## config.mk

```make
export PLATFORM = sky130hd
export DESIGN_NAME = cpu_fetch
export DESIGN_NICKNAME = d
export VERILOG_FILES = /design/src/rtl/cpu_fetch.sv
export SDC_FILE = /design/constraint.sdc
export NUM_CORES = 1
export LEC_CHECK = 0
export CAP_MARGIN = 20
export CORE_ASPECT_RATIO = 2
export CORE_MARGIN = 3
export CORE_UTILIZATION = 59
export CTS_BUF_LIST = sky130_fd_sc_hd__clkbuf_4 sky130_fd_sc_hd__clkbuf_8
export CTS_CLUSTER_DIAMETER = 80
export DETAILED_ROUTE_END_ITERATION = 16
export DONT_BUFFER_PORTS = 1
export PLACE_DENSITY = 0.79
export SLEW_MARGIN = 10
export SYNTH_ARGS = -nofsm -noshare
export SYNTH_HDL_FRONTEND = slang
export SYNTH_SLANG_ARGS = --single-unit
```

## constraint.sdc

```tcl
create_clock -name clk -period 1.9 [get_ports clk]
set_clock_uncertainty 0.15 [all_clocks]
set_input_delay 0.285 -clock clk [delete_from_list [all_inputs] [get_ports clk]]
set_output_delay 0.285 -clock clk [all_outputs]
set_load 0.02 [all_outputs]
```

## src/rtl/cpu_fetch.sv

```systemverilog
// cpu_fetch: instruction-fetch stage owning the PC, the imem read port and the IF/ID register.
module cpu_fetch #(
    parameter logic [15:0] RESET_PC    = 16'h0000,
    parameter logic [3:0]  HALT_OPCODE = 4'hF,
    parameter logic [15:0] NOP_INSTR   = 16'h0000
) (
    input  logic        clk,
    input  logic        rst_n,
    input  logic        stall,
    input  logic        branch_taken,
    input  logic [15:0] branch_target,
    output logic [15:0] imem_addr,
    output logic        imem_rd_en,
    input  logic [15:0] imem_data,
    input  logic        imem_ready,
    output logic [15:0] instrD,
    output logic [15:0] pcPlus2D,
    output logic        validD,
    output logic        halted,
    output logic [15:0] fetch_count
);
    typedef enum logic {RUN, HALTED} state_t;

    state_t      state, state_nx;
    logic [15:0] pc, pc_nx, instr_nx, pc2_nx, count_nx;
    logic        valid_nx;
    logic [15:0] target;
    logic [15:0] pc_plus2;

    assign target     = {branch_target[15:1], 1'b0};
    assign pc_plus2   = pc + 16'd2;
    assign imem_addr  = pc;
    assign imem_rd_en = (state == RUN) & ~stall;
    assign halted     = (state == HALTED);

    always_comb begin
        state_nx = state;
        pc_nx    = pc;
        instr_nx = instrD;
        pc2_nx   = pcPlus2D;
        valid_nx = validD;
        count_nx = fetch_count;
        if (!stall) begin
            // Any non-stalled cycle that does not latch a fetch inserts a bubble.
            instr_nx = NOP_INSTR;
            pc2_nx   = 16'h0000;
            valid_nx = 1'b0;
            if (branch_taken) begin
                pc_nx    = target;
                state_nx = RUN;
            end else if (state == RUN && imem_ready) begin
                instr_nx = imem_data;
                pc2_nx   = pc_plus2;
                valid_nx = 1'b1;
                count_nx = fetch_count + 16'd1;
                state_nx = (imem_data[15:12] == HALT_OPCODE) ? HALTED : RUN;
                pc_nx    = (imem_data[15:12] == HALT_OPCODE) ? pc : pc_plus2;
            end
        end
    end

    always_ff @(posedge clk or negedge rst_n) begin
        if (!rst_n) begin
            state       <= RUN;
            pc          <= RESET_PC;
            instrD      <= NOP_INSTR;
            pcPlus2D    <= 16'h0000;
            validD      <= 1'b0;
            fetch_count <= 16'h0000;
        end else begin
            state       <= state_nx;
            pc          <= pc_nx;
            instrD      <= instr_nx;
            pcPlus2D    <= pc2_nx;
            validD      <= valid_nx;
            fetch_count <= count_nx;
        end
    end
endmodule

```

==> impl_metrics.py, run 1 <==
metrics = {
    "power_and_ir_drop": {
        "power_density_nw_per_um2": 987,
        "combPwrFrac": 0.206,
        "p_total_mw": 3.70,
        "p_sw_mw": 1.14,
        "peakVddDrop_uv": 823,
        "p_leak_nw": 1.76,
        "seqPwrFrac": 0.475,
        "swShare": 0.308,
        "p_int_mw": 2.56,
        "p_clk_frac": 0.319,
    },
    "clock_network": {
        "root_buffer": "clkbuf_8",
        "cts_hold_buf": 26,
        "numCtsBuffers": 9,
        "clock_latency_ns": 0.34,
        "cts_tree": "yes",
        "path_clk_slew_ns": 0.07,
        "clock_path_buffers": 2,
        "clock_sinks": 65,
        "htree_levels": 3,
    },
    "timing": {
        "whs_ns": -0.518,
        "fmax_ghz": 0.546,
        "setup-tns-final_ns": 0,
        "timing.final.hold_violations": 65,
        "slew_violations": 0,
        "finalCriticalPeriod_ns": 1.83,
        "worst_pin_slew_ns": 0.536,
        "slew_headroom": 0.642,
        "setup_viol": 0,
        "final.period_utilization": 0.965,
        "setup_slack_ns": 0.0672,
    },
    "floorplan": {
        "core_area_sq_um": 4860,
        "dieArea_sq_um": 6000,
        "io_pins": 104,
        "die_w_um": 56.3,
        "die_h_um": 107,
        "start_util": 0.614,
        "row_count": 36,
    },
    "grt": {
        "grt_pass1_vias": 2451,
        "overflow": 0,
        "grt_pass1_wl_um": 12400,
        "grt_max_degree": 66,
        "antenna_found_initial": 0,
        "grtUsageTotal": 0.271,
    },
    "setup_path": {
        "worstSetupEndpointType": "flop",
        "cp-start-kind": "flop",
        "r2r_cells": 5,
        "rr_startpoint": "halted$_DFFE_PN0P_",
        "endpoint": "fetch_count[13]$_DFFE_PN0P_",
        "r2r-end": "fetch_count[13]$_DFFE_PN0P_",
        "path_max_fanout": 4,
        "rrSetupSlack_ns": 0.07,
        "crit_start": "halted$_DFFE_PN0P_",
        "cp.arrival_ns": 1.90,
        "critPathRequiredTime_ns": 1.97,
        "timing_worst_setup_path_type": "reg -> reg",
    },
    "route": {
        "num_vias": 2447,
        "wl_um": 7720,
        "dr.pass1.iters": 4,
        "route.detailed.drc": 0,
        "vias_per_cell": 6.00,
        "ant_nets": 0,
        "routedWlPerCell_um": 18.9,
        "drtIter0Drc": 120,
    },
    "synth": {
        "yosysMostFrequentCell": "dfrtp_1",
        "netlist_top_cells_count": "dfrtp_1, nand2_1, a22o_1, o21ai_0, nor2_1",
        "synth_compound_area_frac": 0.141,
        "synth-xor-area-share": 0.0762,
        "syn_area_sq_um": 2990,
        "synth_edf_count": 0,
        "yosys-top-cells-area": "dfrtp_1, a22o_1, xnor2_1, nand2_1, o21ai_0",
        "synth_top_area_cell": "dfrtp_1",
        "synth_top_family_by_area": "simple AND/OR/NAND/NOR gates",
        "yosysSeqAreaShare": 0.545,
        "synth-async-reset-ratio": 1.00,
        "ys_ff_latch": 65,
        "synth.avg_cell_area_sq_um": 10.3,
        "synth_cell_types": 38,
        "syn_nets": 328,
        "yosys.area_share.simple": 0.190,
        "synthMuxAreaShare": 0.0109,
        "synth_top_area_share": 0.545,
        "syn_inst": 289,
        "synthAdderAreaFrac": 0.00838,
        "ys.warnings.count": 0,
        "synth_ff_type": "dfrtp_1",
    },
    "outcome": {
        "violations": "hold timing",
        "status": "finished, violations left",
    },
    "layout": {
        "drive_gt1_frac": 0.174,
        "fin_cells": 408,
        "diodes": 0,
        "fin_area_sq_um": 3750,
        "fin_util": 0.770,
        "fin_nets": 386,
        "area_growth_pct": 25.4,
    },
    "placed_design": {
        "hpwlAfterDp_um": 5190,
        "place_congestion": 0.881,
        "dpl_cell_area_sq_um": 3250,
        "port_buffers": 0,
        "post-place-ws_ns": -0.00974,
        "placedCellCount": 365,
    },
    "job": {
        "drv_cap": 0,
    },
    "hold_path": {
        "hold_class": "in -> async",
    },
}
-- layout by cell type (no fill, tap or decap), types with 2 or more instances in the layout --
master         instances
inv_1                  4
mux2_2                 2
nand2_1               34
o21ai_0               19
a21oi_1               10
and2_1                 5
nor3_4                 2
clkinv_2               2
o211ai_1               2
nand4_1                6
nor3_1                 9
nand2b_1               2
nor2b_1                2
clkbuf_8              11
xor2_1                 9
dfrtp_1               65
ha_1                   2
nand3_1               15
and3_1                 4
and4_1                 4
nor2_1                18
or2_2                  3
xnor2_1               17
o22ai_1                6
dlygate4sd3_1         26
nor4_1                 2
buf_4                 35
a22o_1                21
-- layer usage --
| metal | GRT usage | wire length [um] | vias up |
|---|---|---|---|
| li1 | - | - | 1137 |
| met5 | 0 | 0 | - |
| met1 | 0.297 | 2760 | 1199 |
| met2 | 0.463 | 4270 | 99 |
| met4 | 0.141 | 153 | 0 |
| met3 | 0.0831 | 536 | 12 |
-- kinds of logic (layout without fill, tap and decap cells) --
logic type / Yosys count / count (layout)
adders and majority gates: 2 / 2
AOI/OAI and AO/OA: 63 / 63
muxes: 3 / 3
DFF: 65 / 65
buffers and inverters: 19 / 81
xor gates and xnor gates: 26 / 26
other: 1 / 1
and+or+nand+nor: 110 / 110
-- worst min-delay path by stage --
| stage | from | endpoint | slack [ns] | cells past startpoint |
|---|---|---|---|---|
| finish | rst_n | imem_addr[4]$_DFFE_PN0P_ | -0.52 | 0 |
| global route | rst_n | pcPlus2D[0]$_DFFE_PN0N_ | -0.54 | 0 |
| global placement | rst_n | instrD[11]$_DFFE_PN0N_ | -0.16 | 0 |
| detailed placement | rst_n | instrD[11]$_DFFE_PN0N_ | -0.16 | 0 |
| floorplan | rst_n | fetch_count[0]$_DFFE_PN0P_ | -0.16 | 0 |
| CTS | rst_n | pcPlus2D[0]$_DFFE_PN0N_ | -0.54 | 0 |
-- final cells by class --
type,count,area (sq um)
Clock inverter,3,40.0
Multi-Input combinational cell,205,1300
Clock buffer,12,159
Tap cell,57,71.3
Fill cell,329,1120
Sequential cell,65,1630
Inverter,4,15.0
Timing Repair Buffer,62,538
-- power groups by stage --
stage | sequential [mW] | combinational (mW) | clock [mW]
after detailed placement | 1.78 | 0.696 | 0
after global placement | 1.77 | 0.682 | 0
after floorplan | 1.89 | 0.325 | 0
after CTS | 1.75 | 0.758 | 1.20
after global routing | 1.78 | 0.834 | 1.25
final | 1.76 | 0.762 | 1.18
-- worst max-delay path, stage by stage, from the launching register on --
cell and delay, ns:
dfrtp_1 0.41, nor4b_4 0.41, nand3_2 0.17, nor3_4 0.28, nand3_1 0.13, xnor2_1 0.15
-- sequential cells by signal (all words and copies together), names as in the netlist --
name and cells:
imem_addr 15, instrD 16, pcPlus2D 16, validD 1, halted 1, fetch_count 16
-- timing repair --
item / 4_1_cts / 5_1_grt
gates resized for setup: 1 / 2
setup buffers: 0 / 1
setup endpoints to repair: 2 / 3
endpoints found under the hold margin: 108 / 65
pin swaps: 0 / 3
No activity file was read; power rests on OpenSTA's default activity.
==> inputs of run 2 (changes only) <==
SLEW_MARGIN = default   (was 10)
==> results of run 2 <==
No change in the layout: final DEF, timing and power equal those of run 1.
==> RTL change: new RTL, settings of run 1 <==
Reset style: synchronous (`rst_n`), changed in one clocked block.
--- a/src/rtl/cpu_fetch.sv
+++ b/src/rtl/cpu_fetch.sv
@@ -60,5 +60,5 @@
     end
 
-    always_ff @(posedge clk or negedge rst_n) begin
+    always_ff @(posedge clk) begin
         if (!rst_n) begin
             state       <= RUN;
Behaviour: differs if rst_n is asserted again (counterexample within 4 cycles, from zero or initial values and one cycle with rst_n low); with rst_n held inactive, the same outputs for 10 cycles.
==> RTL change against run 1 <==
- via count increased by 13%
- final area increased by 4.0%
- wire length increased by 13%
- die area decreased by 2.5%
- worst setup slack got worse by 0.0092 ns
- synthesized area decreased by 2.7%
- maximum frequency decreased by 0.50%
- the flow still finishes with violations (negative hold slack)
- sequential cell count unchanged
Power is not compared: it rests on default switching activity, and its combinational part moved more than twofold at a synthesized area within 25%.
==> RTL change: results <==
{
  "cp.arrival_ns": 1.93,
  "crit_fanout": 4,
  "grt_max_degree": 50,
  "layout.cells.non_filler": 453,
  "avgViaCountPerCell": 6.12,
  "synthTopCellsByCount": "dfxtp_1 (65), nor2b_1 (25), a22oi_1 (23), nand3_1 (20), xnor2_1 (19)",
  "pwr-share-comb_pct": 9.7,
  "hold_path.class": "in -> reg",
  "violations": "negative hold slack",
  "holdWs_ns": -0.0101,
  "grt_pass1_vias": 2844,
  "async_flop_share_pct": 0,
  "fin_area_um2": 3900,
  "cts_buffer_depth": 2,
  "cts_max_level": 3,
  "yosys-top-cells-area": "dfxtp_1 (45%), a22oi_1 (5.9%), xnor2_1 (5.7%)",
  "ys_warn_count": 0,
  "hpwlAfterDp_um": 5350,
  "avgSynthCellArea_um2": 8.92,
  "p_leak_nw": 1.46,
  "wl_per_cell_um": 19.3,
  "grt_pass1_wl_um": 13700,
  "syn_nets": 365,
  "drive_above_1_share_pct": 20.1,
  "status": "finished, violations left",
  "dp_slack_ns": 0.0418,
  "power-top-group": "registers",
  "hold_violations": 1,
  "placed_area_um2": 3200,
  "fillers": 259,
  "yosysUniqueCellTypes": 46,
  "vdd_drop_max_uv": 1090,
  "place_inst": 397,
  "p_int_w": 0.00236,
  "track_usage_pct": 29.6,
  "gp_congestion": 0.811,
  "relSlewSlack_pct": 39.4,
  "yosysSeqAreaShare_pct": 44.8,
  "drtIter0Drc": 174,
  "final_nets": 432,
  "clk-power_w": 0.00135
}
## RTL change: critical path: stages (launching register included)
cell and delay (ns):
dfxtp_4 0.36, or4b_4 0.55, nor4_4 0.24, nand3_2 0.15
xnor2_1 0.15, and2_1 0.15
## RTL change: timing repair
item                                    in CTS  in global routing
hold endpoints to repair                    58                  0
buffers inserted                             0                  6
gates resized for setup                      0                 18
endpoints found under the setup margin       0                 19
hold buffers                                35                  0
## RTL change: cell type report
type	instances	area share, %
multi-input cells	231	39.8
flip-flops and latches	65	33.7
repair buffers	79	18.0
clock buffers	12	4.08
clock inverters	4	1.93
well taps	55	1.77
inverters	7	0.674
## RTL change: per-layer routing
| layer | wire (µm) | global-route usage (%) |
|---|---|---|
| met5 | 0 | 0 |
| met4 | 336 | 15.3 |
| met2 | 4840 | 54.6 |
| met1 | 2980 | 29.8 |
| met3 | 571 | 7.11 |
## RTL change: final timing paths
kind | startpoint | end | slack, ns | depth (start not counted)
max reg2reg | halted | fetch_count[15] | 0.06 | 5
min | stall | pcPlus2D[3] | -0.01 | 2
min reg2reg | fetch_count[1] | fetch_count[1] | 0.43 | 2
max | halted | fetch_count[15] | 0.06 | 5
## RTL change: through the flow
stage / TNS, ns / total power (W)
after floorplan: -0.0626 / 0.00163
after global placement: 0 / 0.00167
after detailed placement: 0 / 0.00167
after CTS: 0 / 0.00308
after global routing: -0.0129 / 0.00319
final: 0 / 0.00309
## RTL change: cells by family after synthesis
logic type	synth area share, %
DFF	44.8
buffers and inverters	4.56
xor gates and xnor gates	8.14
adders and majority gates	0.861
other	0.129
muxes	0.689
and+or+nand+nor	23.6
AOI/OAI and AO/OA	17.3
